File: src/rtl/key_extractor_pkg.sv
// Shared definitions for the key extractor: FSM states, field descriptor layout and
// width helpers used when issuing and capturing field reads.
package key_extractor_pkg;

    localparam int          NUM_FIELDS_DEF = 4;
    localparam int          ADDR_W         = 32;
    localparam int          DATA_W         = 32;
    localparam logic [31:0] NO_HEADER      = 32'hFFFF_FFFF;

    typedef enum logic [1:0] {
        KE_STATE_FREE  = 2'd0,
        KE_STATE_FETCH = 2'd1,
        KE_STATE_DONE  = 2'd2
    } ke_state_t;

    typedef struct packed {
        logic        valid;
        logic [31:0] hdr_id;
        logic [31:0] offset;
        logic [3:0]  width;
    } ke_desc_t;

    // Out-of-range widths (0 or above 4) read a full word.
    function automatic logic [3:0] eff_width(input logic [3:0] w);
        return (w == 4'd0 || w > 4'd4) ? 4'd4 : w;
    endfunction

    function automatic logic [DATA_W-1:0] width_mask(input logic [3:0] w);
        case (eff_width(w))
            4'd1:    return 32'h0000_00FF;
            4'd2:    return 32'h0000_FFFF;
            4'd3:    return 32'h00FF_FFFF;
            default: return 32'hFFFF_FFFF;
        endcase
    endfunction

endpackage

File: src/rtl/key_extractor_field_table.sv
// Runtime-configurable field descriptors: one write port from the mod interface and one
// combinational indexed read port; indices past the table read as an invalid entry.
module key_extractor_field_table
    import key_extractor_pkg::*;
#(
    parameter int NUM_FIELDS = NUM_FIELDS_DEF
) (
    input  logic        clk,
    input  logic        rst,
    input  logic        wr_en,
    input  logic [31:0] wr_idx,
    input  ke_desc_t    wr_desc,
    input  logic [31:0] rd_idx,
    output ke_desc_t    rd_desc
);

    ke_desc_t entries [NUM_FIELDS];

    always_ff @(posedge clk) begin
        if (rst) begin
            for (int i = 0; i < NUM_FIELDS; i++) entries[i] <= '0;
        end else if (wr_en) begin
            for (int i = 0; i < NUM_FIELDS; i++)
                if (wr_idx == 32'(i)) entries[i] <= wr_desc;
        end
    end

    always_comb begin
        rd_desc = '0;
        for (int i = 0; i < NUM_FIELDS; i++)
            if (rd_idx == 32'(i)) rd_desc = entries[i];
    end

endmodule

File: src/rtl/key_extractor.sv
// Fetches the configured header fields from packet memory, one slot per cycle, and packs
// them into a lookup key (slot 0 in the MSBs) with a matching field-present bitmap.
module key_extractor
    import key_extractor_pkg::*;
#(
    parameter int NUM_HEADERS = 2,
    parameter int NUM_FIELDS  = NUM_FIELDS_DEF,
    parameter int FIELD_W     = 32
) (
    input  logic                          clk,
    input  logic                          rst,
    input  logic                          start_i,
    input  logic [32*NUM_HEADERS-1:0]     parsed_hdrs_i,
    output logic                          mem_ce_o,
    output logic                          mem_we_o,
    output logic [ADDR_W-1:0]             mem_addr_o,
    output logic [3:0]                    mem_width_o,
    output logic [DATA_W-1:0]             mem_data_o,
    input  logic [DATA_W-1:0]             mem_data_i,
    output logic                          ready_o,
    output logic [FIELD_W*NUM_FIELDS-1:0] key_o,
    output logic [NUM_FIELDS-1:0]         present_o,
    input  logic                          mod_start_i,
    input  logic [31:0]                   mod_field_idx_i,
    input  logic                          mod_valid_i,
    input  logic [31:0]                   mod_hdr_id_i,
    input  logic [31:0]                   mod_offset_i,
    input  logic [3:0]                    mod_width_i,
    output ke_state_t                     dbg_state
);

    ke_state_t                      state;
    logic [31:0]                    slot;
    logic [32*NUM_HEADERS-1:0]      hdrs;
    logic                           pend_fetch;
    logic [3:0]                     pend_width;

    logic [31:0]                    rd_idx;
    ke_desc_t                       rd_desc;
    ke_desc_t                       wr_desc;
    logic [32*NUM_HEADERS-1:0]      src_hdrs;
    logic [ADDR_W-1:0]              base;
    logic                           hdr_ok;
    logic                           issue_fetch;
    logic [ADDR_W-1:0]              issue_addr;
    logic [3:0]                     issue_width;

    assign mem_we_o   = 1'b0;
    assign mem_data_o = '0;
    assign dbg_state  = state;

    assign wr_desc = '{valid: mod_valid_i, hdr_id: mod_hdr_id_i,
                       offset: mod_offset_i, width: mod_width_i};

    key_extractor_field_table #(.NUM_FIELDS(NUM_FIELDS)) u_table (
        .clk     (clk),
        .rst     (rst),
        .wr_en   (mod_start_i && state == KE_STATE_FREE),
        .wr_idx  (mod_field_idx_i),
        .wr_desc (wr_desc),
        .rd_idx  (rd_idx),
        .rd_desc (rd_desc)
    );

    // The read port always looks at the slot about to be issued; on the start edge the
    // header bases come straight from the parser since they are only being latched then.
    always_comb begin
        rd_idx   = (state == KE_STATE_FETCH) ? slot + 32'd1 : 32'd0;
        src_hdrs = (state == KE_STATE_FREE) ? parsed_hdrs_i : hdrs;
        base     = NO_HEADER;
        hdr_ok   = 1'b0;
        for (int h = 0; h < NUM_HEADERS; h++) begin
            if (rd_desc.hdr_id == 32'(h)) begin
                base   = src_hdrs[(NUM_HEADERS-1-h)*32 +: 32];
                hdr_ok = 1'b1;
            end
        end
        issue_fetch = rd_desc.valid && hdr_ok && (base != NO_HEADER);
        issue_addr  = issue_fetch ? base + rd_desc.offset : '0;
        issue_width = issue_fetch ? eff_width(rd_desc.width) : 4'd0;
    end

    always_ff @(posedge clk) begin
        if (rst) begin
            state       <= KE_STATE_FREE;
            slot        <= '0;
            hdrs        <= '0;
            pend_fetch  <= 1'b0;
            pend_width  <= '0;
            mem_ce_o    <= 1'b0;
            mem_addr_o  <= '0;
            mem_width_o <= '0;
            ready_o     <= 1'b0;
            key_o       <= '0;
            present_o   <= '0;
        end else begin
            case (state)
                KE_STATE_FREE: begin
                    if (!mod_start_i && start_i) begin
                        hdrs        <= parsed_hdrs_i;
                        key_o       <= '0;
                        present_o   <= '0;
                        ready_o     <= 1'b0;
                        slot        <= '0;
                        mem_ce_o    <= issue_fetch;
                        mem_addr_o  <= issue_addr;
                        mem_width_o <= issue_width;
                        pend_fetch  <= issue_fetch;
                        pend_width  <= issue_width;
                        state       <= KE_STATE_FETCH;
                    end
                end
                KE_STATE_FETCH: begin
                    // Slot 0 sits in the MSBs of both key_o and present_o.
                    for (int i = 0; i < NUM_FIELDS; i++) begin
                        if (pend_fetch && slot == 32'(i)) begin
                            key_o[(NUM_FIELDS-1-i)*FIELD_W +: FIELD_W] <=
                                FIELD_W'(mem_data_i & width_mask(pend_width));
                            present_o[NUM_FIELDS-1-i] <= 1'b1;
                        end
                    end
                    if (slot == 32'(NUM_FIELDS-1)) begin
                        mem_ce_o    <= 1'b0;
                        mem_addr_o  <= '0;
                        mem_width_o <= '0;
                        pend_fetch  <= 1'b0;
                        ready_o     <= 1'b1;
                        state       <= KE_STATE_DONE;
                    end else begin
                        slot        <= slot + 32'd1;
                        mem_ce_o    <= issue_fetch;
                        mem_addr_o  <= issue_addr;
                        mem_width_o <= issue_width;
                        pend_fetch  <= issue_fetch;
                        pend_width  <= issue_width;
                    end
                end
                KE_STATE_DONE: begin
                    if (!start_i) begin
                        ready_o <= 1'b0;
                        state   <= KE_STATE_FREE;
                    end
                end
                default: state <= KE_STATE_FREE;
            endcase
        end
    end

endmodule

File: config.mk
export PLATFORM = sky130hd
export DESIGN_NAME = key_extractor
export DESIGN_NICKNAME = d
export VERILOG_FILES = /design/src/rtl/key_extractor_pkg.sv /design/src/rtl/key_extractor_field_table.sv /design/src/rtl/key_extractor.sv
export SDC_FILE = /design/constraint.sdc
export NUM_CORES = 1
export LEC_CHECK = 0
export CAP_MARGIN = 0
export CORE_MARGIN = 2
export CORE_UTILIZATION = 35
export DETAILED_ROUTE_END_ITERATION = 10
export GPL_TIMING_DRIVEN = 0
export PLACE_DENSITY = 0.62
export SYNTH_ARGS = -nofsm -noshare
export SYNTH_HDL_FRONTEND = slang
export SYNTH_SLANG_ARGS = --single-unit
File: constraint.sdc
create_clock -name clk -period 8.48 [get_ports clk]
set_input_delay 1.696 -clock clk [delete_from_list [all_inputs] [get_ports clk]]
set_output_delay 1.696 -clock clk [all_outputs]
set_load 0.05 [all_outputs]
==> summary.md <==
| Metric | Value |
|---|---|
| Max capacitance violation total | `0` |
| DR pass1 iterations | `5` |
| Share of async-settable or async-resettable flops after synthesis | `0` |
| Number of placed instances, taps included | `3975` |
| Worst Hold Class | `reg2reg` |
| Hold_buf cts | `0` |
| Tmin final | `7.92 ns` |
| Slew @ Worst Pin | `1.32 ns` |
| Worst-skew pair later-pin latency | `0.64 ns` |
| Post-CTS Setup Bufs | `0` |
| Slew Viols, Final | `0` |
| DIE AREA | `75300 um^2` |
| CP delay by family, top | `compound AO/OA/AOI/OAI gates` |
| Syn. warnings | `0` |
| Clk buf depth | `3` |
| GPL Wtd Cong | `0.954` |
| Crit end category | `flip-flop` |
| CTS buffer count | `60` |
| IO Pins | `406` |
| Placed cell area | `30800 um^2` |
| Vias | `21.3k` |
| Worst-path fanout max | `10` |
| Routed wire per std cell | `21.1 um` |
| RSZ-0062 raised after global routing | `false` |
| P&R area growth vs syn | `28.4%` |
| CP arrival | `8.45 ns` |
| Mapped Area | `25600 um^2` |
| Rel. slew slack | `0.114` |
| Leading cell type in the layout, fill and taps excluded | `clkdlybuf4s50_1` |
| CTS tree | `yes` |
| Peak VDD IR | `0.172 mV` |
| Post-route DRC | `0` |
| Final global-route overflow total | `0` |
| Clock transition at path regs | `0.06 ns` |
| Post-Syn Instances | `2608` |
| CTS Sinks | `548` |
| Slowest stage delay, CP | `0.63 ns` |
| Final Instance Count excl. Fillers | `4091` |
| Post-synth EDFFs | `276` |
| Slowest CP cell | `o41a_1` |
| Pleak | `11.9 nW` |
| H-Tree Depth | `2` |
| Port Buf Inserts | `371` |
| Most frequent cells in the layout | `clkdlybuf4s50_1, nand2_1, and2_1` |
| Final setup viols | `0` |
| Fill cells | `6971` |
| Initial drt markers | `1677` |
| Clk root buf | `clkbuf_16` |
| Data required, critical path | `9.01 ns` |
| Count of cell types in the netlist | `84` |
| Number of hold violations in the final report | `0` |
| Startpoint type of the worst setup path | `flip-flop` |
| Die Ht | `274 um` |
| DPL Wire Length | `66.1 mm` |
| Most used cell along the critical path | `a21oi_1` |
| Ratio of cells with drive above 1 in the final layout | `0.0777` |
| FMAX | `126 MHz` |
| Die width | `274 um` |
| Status | `finished clean` |
| Core area | `72700 um^2` |
| Total negative slack | `0 ns` |
| Worst hold slack | `0.453 ns` |
| Worst-path cell chain | `ha_1, nand4_1, nor4_4, nand2b_1, clkbuf_2, xnor2_1, o41a_1, nor4_4, clkbuf_2, clkbuf_1, a21oi_1, ha_1, fa_1, nand3_1, a21oi_1, o31a_1, o41ai_2, a211oi_1, o21ai_0, a31oi_1, a21o_1, a21oi_1, xor2_1, o21ai_2` |
| Global Route Usage Sum | `0.222` |
| Clock skew | `0.0250 ns` |
| Synthesized flop and latch total | `548` |
| Vias per inst | `5.20` |
| Layout Nets | `3317` |
| Pwr Total | `0.00647 W` |
| Crit path kind | `reg2reg` |
| Syn Area/Cell | `9.81 um^2` |
| First-pass GRT wire length | `125 mm` |
| Top_reg_cell synth | `edfxtp_1` |
| Largest net degree at the start of global routing | `53` |
| Tcrit/Tclk final | `0.934` |
| Rows | `99` |
| Initial antenna violation count | `10` |
| Final Instance Area | `32800 um^2` |
| Worst path bufs/invs | `3` |
| Sequential share of the synthesized area | `0.537` |
| Initial Util | `0.352` |
| Routed WL | `86.4 mm` |
| ANT nets after route | `0` |
| Pwr dens | `197 nW/um^2` |
| Vias in the first global route | `20.1k` |
[state kept, by name (all words and copies together) (netlist names)]
name             cells
u_table.entries    276
pend_width           4
hdrs                64
slot                32
dbg_state            2
present_o            4
pend_fetch           1
mem_width_o          4
key_o              128
mem_addr_o          32
ready_o              1
[metrics by stage]
stage           util  worst slack, ns
3_3_place_gp   0.421           -0.349
4_1_cts        0.451            0.288
6_report       0.452            0.559
5_1_grt        0.452            0.225
3_5_place_dp   0.423           -0.459
2_1_floorplan      -             1.96
[power breakdown]
part           switching (W)  internal, W  leakage [nW]  total (W)
clock network        0.00112      0.00158         0.986    0.00270
logic               0.000568     0.000318          5.91   0.000886
registers          0.0000360      0.00285          5.04    0.00289
[worst paths after layout]
check / cells past startpoint / slack (ns) / from / end
worst min register to register: 2 / 0.45 / mem_addr_o[14] / mem_addr_o[14]
worst min-delay path: 2 / 0.45 / mem_addr_o[14] / mem_addr_o[14]
worst max-delay path: 24 / 0.56 / slot[1] / mem_addr_o[30]
worst max register to register: 24 / 0.56 / slot[1] / mem_addr_o[30]
[cells in the mapped netlist (6+ instances only)]
library cell	count	share of area
buf_2	10	0.0020
and3_1	9	0.0022
o21ai_1	16	0.0031
nand3_1	88	0.017
and2_1	292	0.071
nand2b_1	12	0.0029
o21ai_2	20	0.0068
a31oi_1	12	0.0029
nand4_1	54	0.013
o31ai_1	6	0.0018
nor4_1	59	0.014
a22oi_1	62	0.018
dfxtp_1	272	0.21
buf_1	14	0.0021
xor2_1	22	0.0075
or3_1	6	0.0015
a311oi_1	12	0.0041
o21a_1	6	0.0018
inv_1	46	0.0067
nand2_1	357	0.052
o21ai_0	40	0.0078
buf_4	42	0.012
a21oi_1	239	0.047
a211oi_1	10	0.0029
a211o_1	6	0.0021
edfxtp_1	276	0.32
nor2_1	253	0.037
mux2i_1	10	0.0039
mux4_2	24	0.021
ha_1	37	0.018
xnor2_1	17	0.0058
a22o_1	6	0.0021
and4_1	6	0.0021
clkbuf_1	126	0.018
nor3_1	27	0.0053
a21o_1	20	0.0059
[kinds of logic (layout without fill, tap and decap cells)]
group	count (synthesis)	count (layout)	synth area share
buffers and inverters	244	733	0.0440
muxes	38	38	0.0292
adders and majority gates	38	38	0.0189
DFF	548	548	0.537
AOI/OAI and AO/OA	504	504	0.125
and+or+nand+nor	1196	1196	0.233
other	1	36	0.000147
xor gates and xnor gates	39	39	0.0134
[per-layer routing]
metal / track usage / part of all wire / wire, um / vias up
met5: 0 / 0.0013 / 114 / -
met4: 0.0922 / 0.041 / 3570 / 16
met3: 0.0443 / 0.081 / 6990 / 173
met2: 0.376 / 0.47 / 40900 / 840
met1: 0.276 / 0.40 / 34800 / 10088
li1: - / - / - / 10166
[what timing repair did]
action	in CTS	in global routing
gates resized for setup	2	5
setup endpoints to repair	4	1
hold endpoints to repair	0	0
[worst min-delay path: stages, from the launching register on]
cell and delay, ns:
dfxtp_1 0.32, nand2_1 0.06, o21ai_2 0.04
[area by class of cell]
cell class,count,area (um^2),area share
antenna,3,7.51,0.000229
clock inverter,37,394,0.0120
multi-input combinational,1848,10900,0.333
clock buffer,76,1630,0.0497
inverter,46,173,0.00526
sequential,548,13700,0.418
timing repair buffer,376,3830,0.117
buffer,198,953,0.0290
tap,959,1200,0.0365
Power figures use the tool's default switching activity.
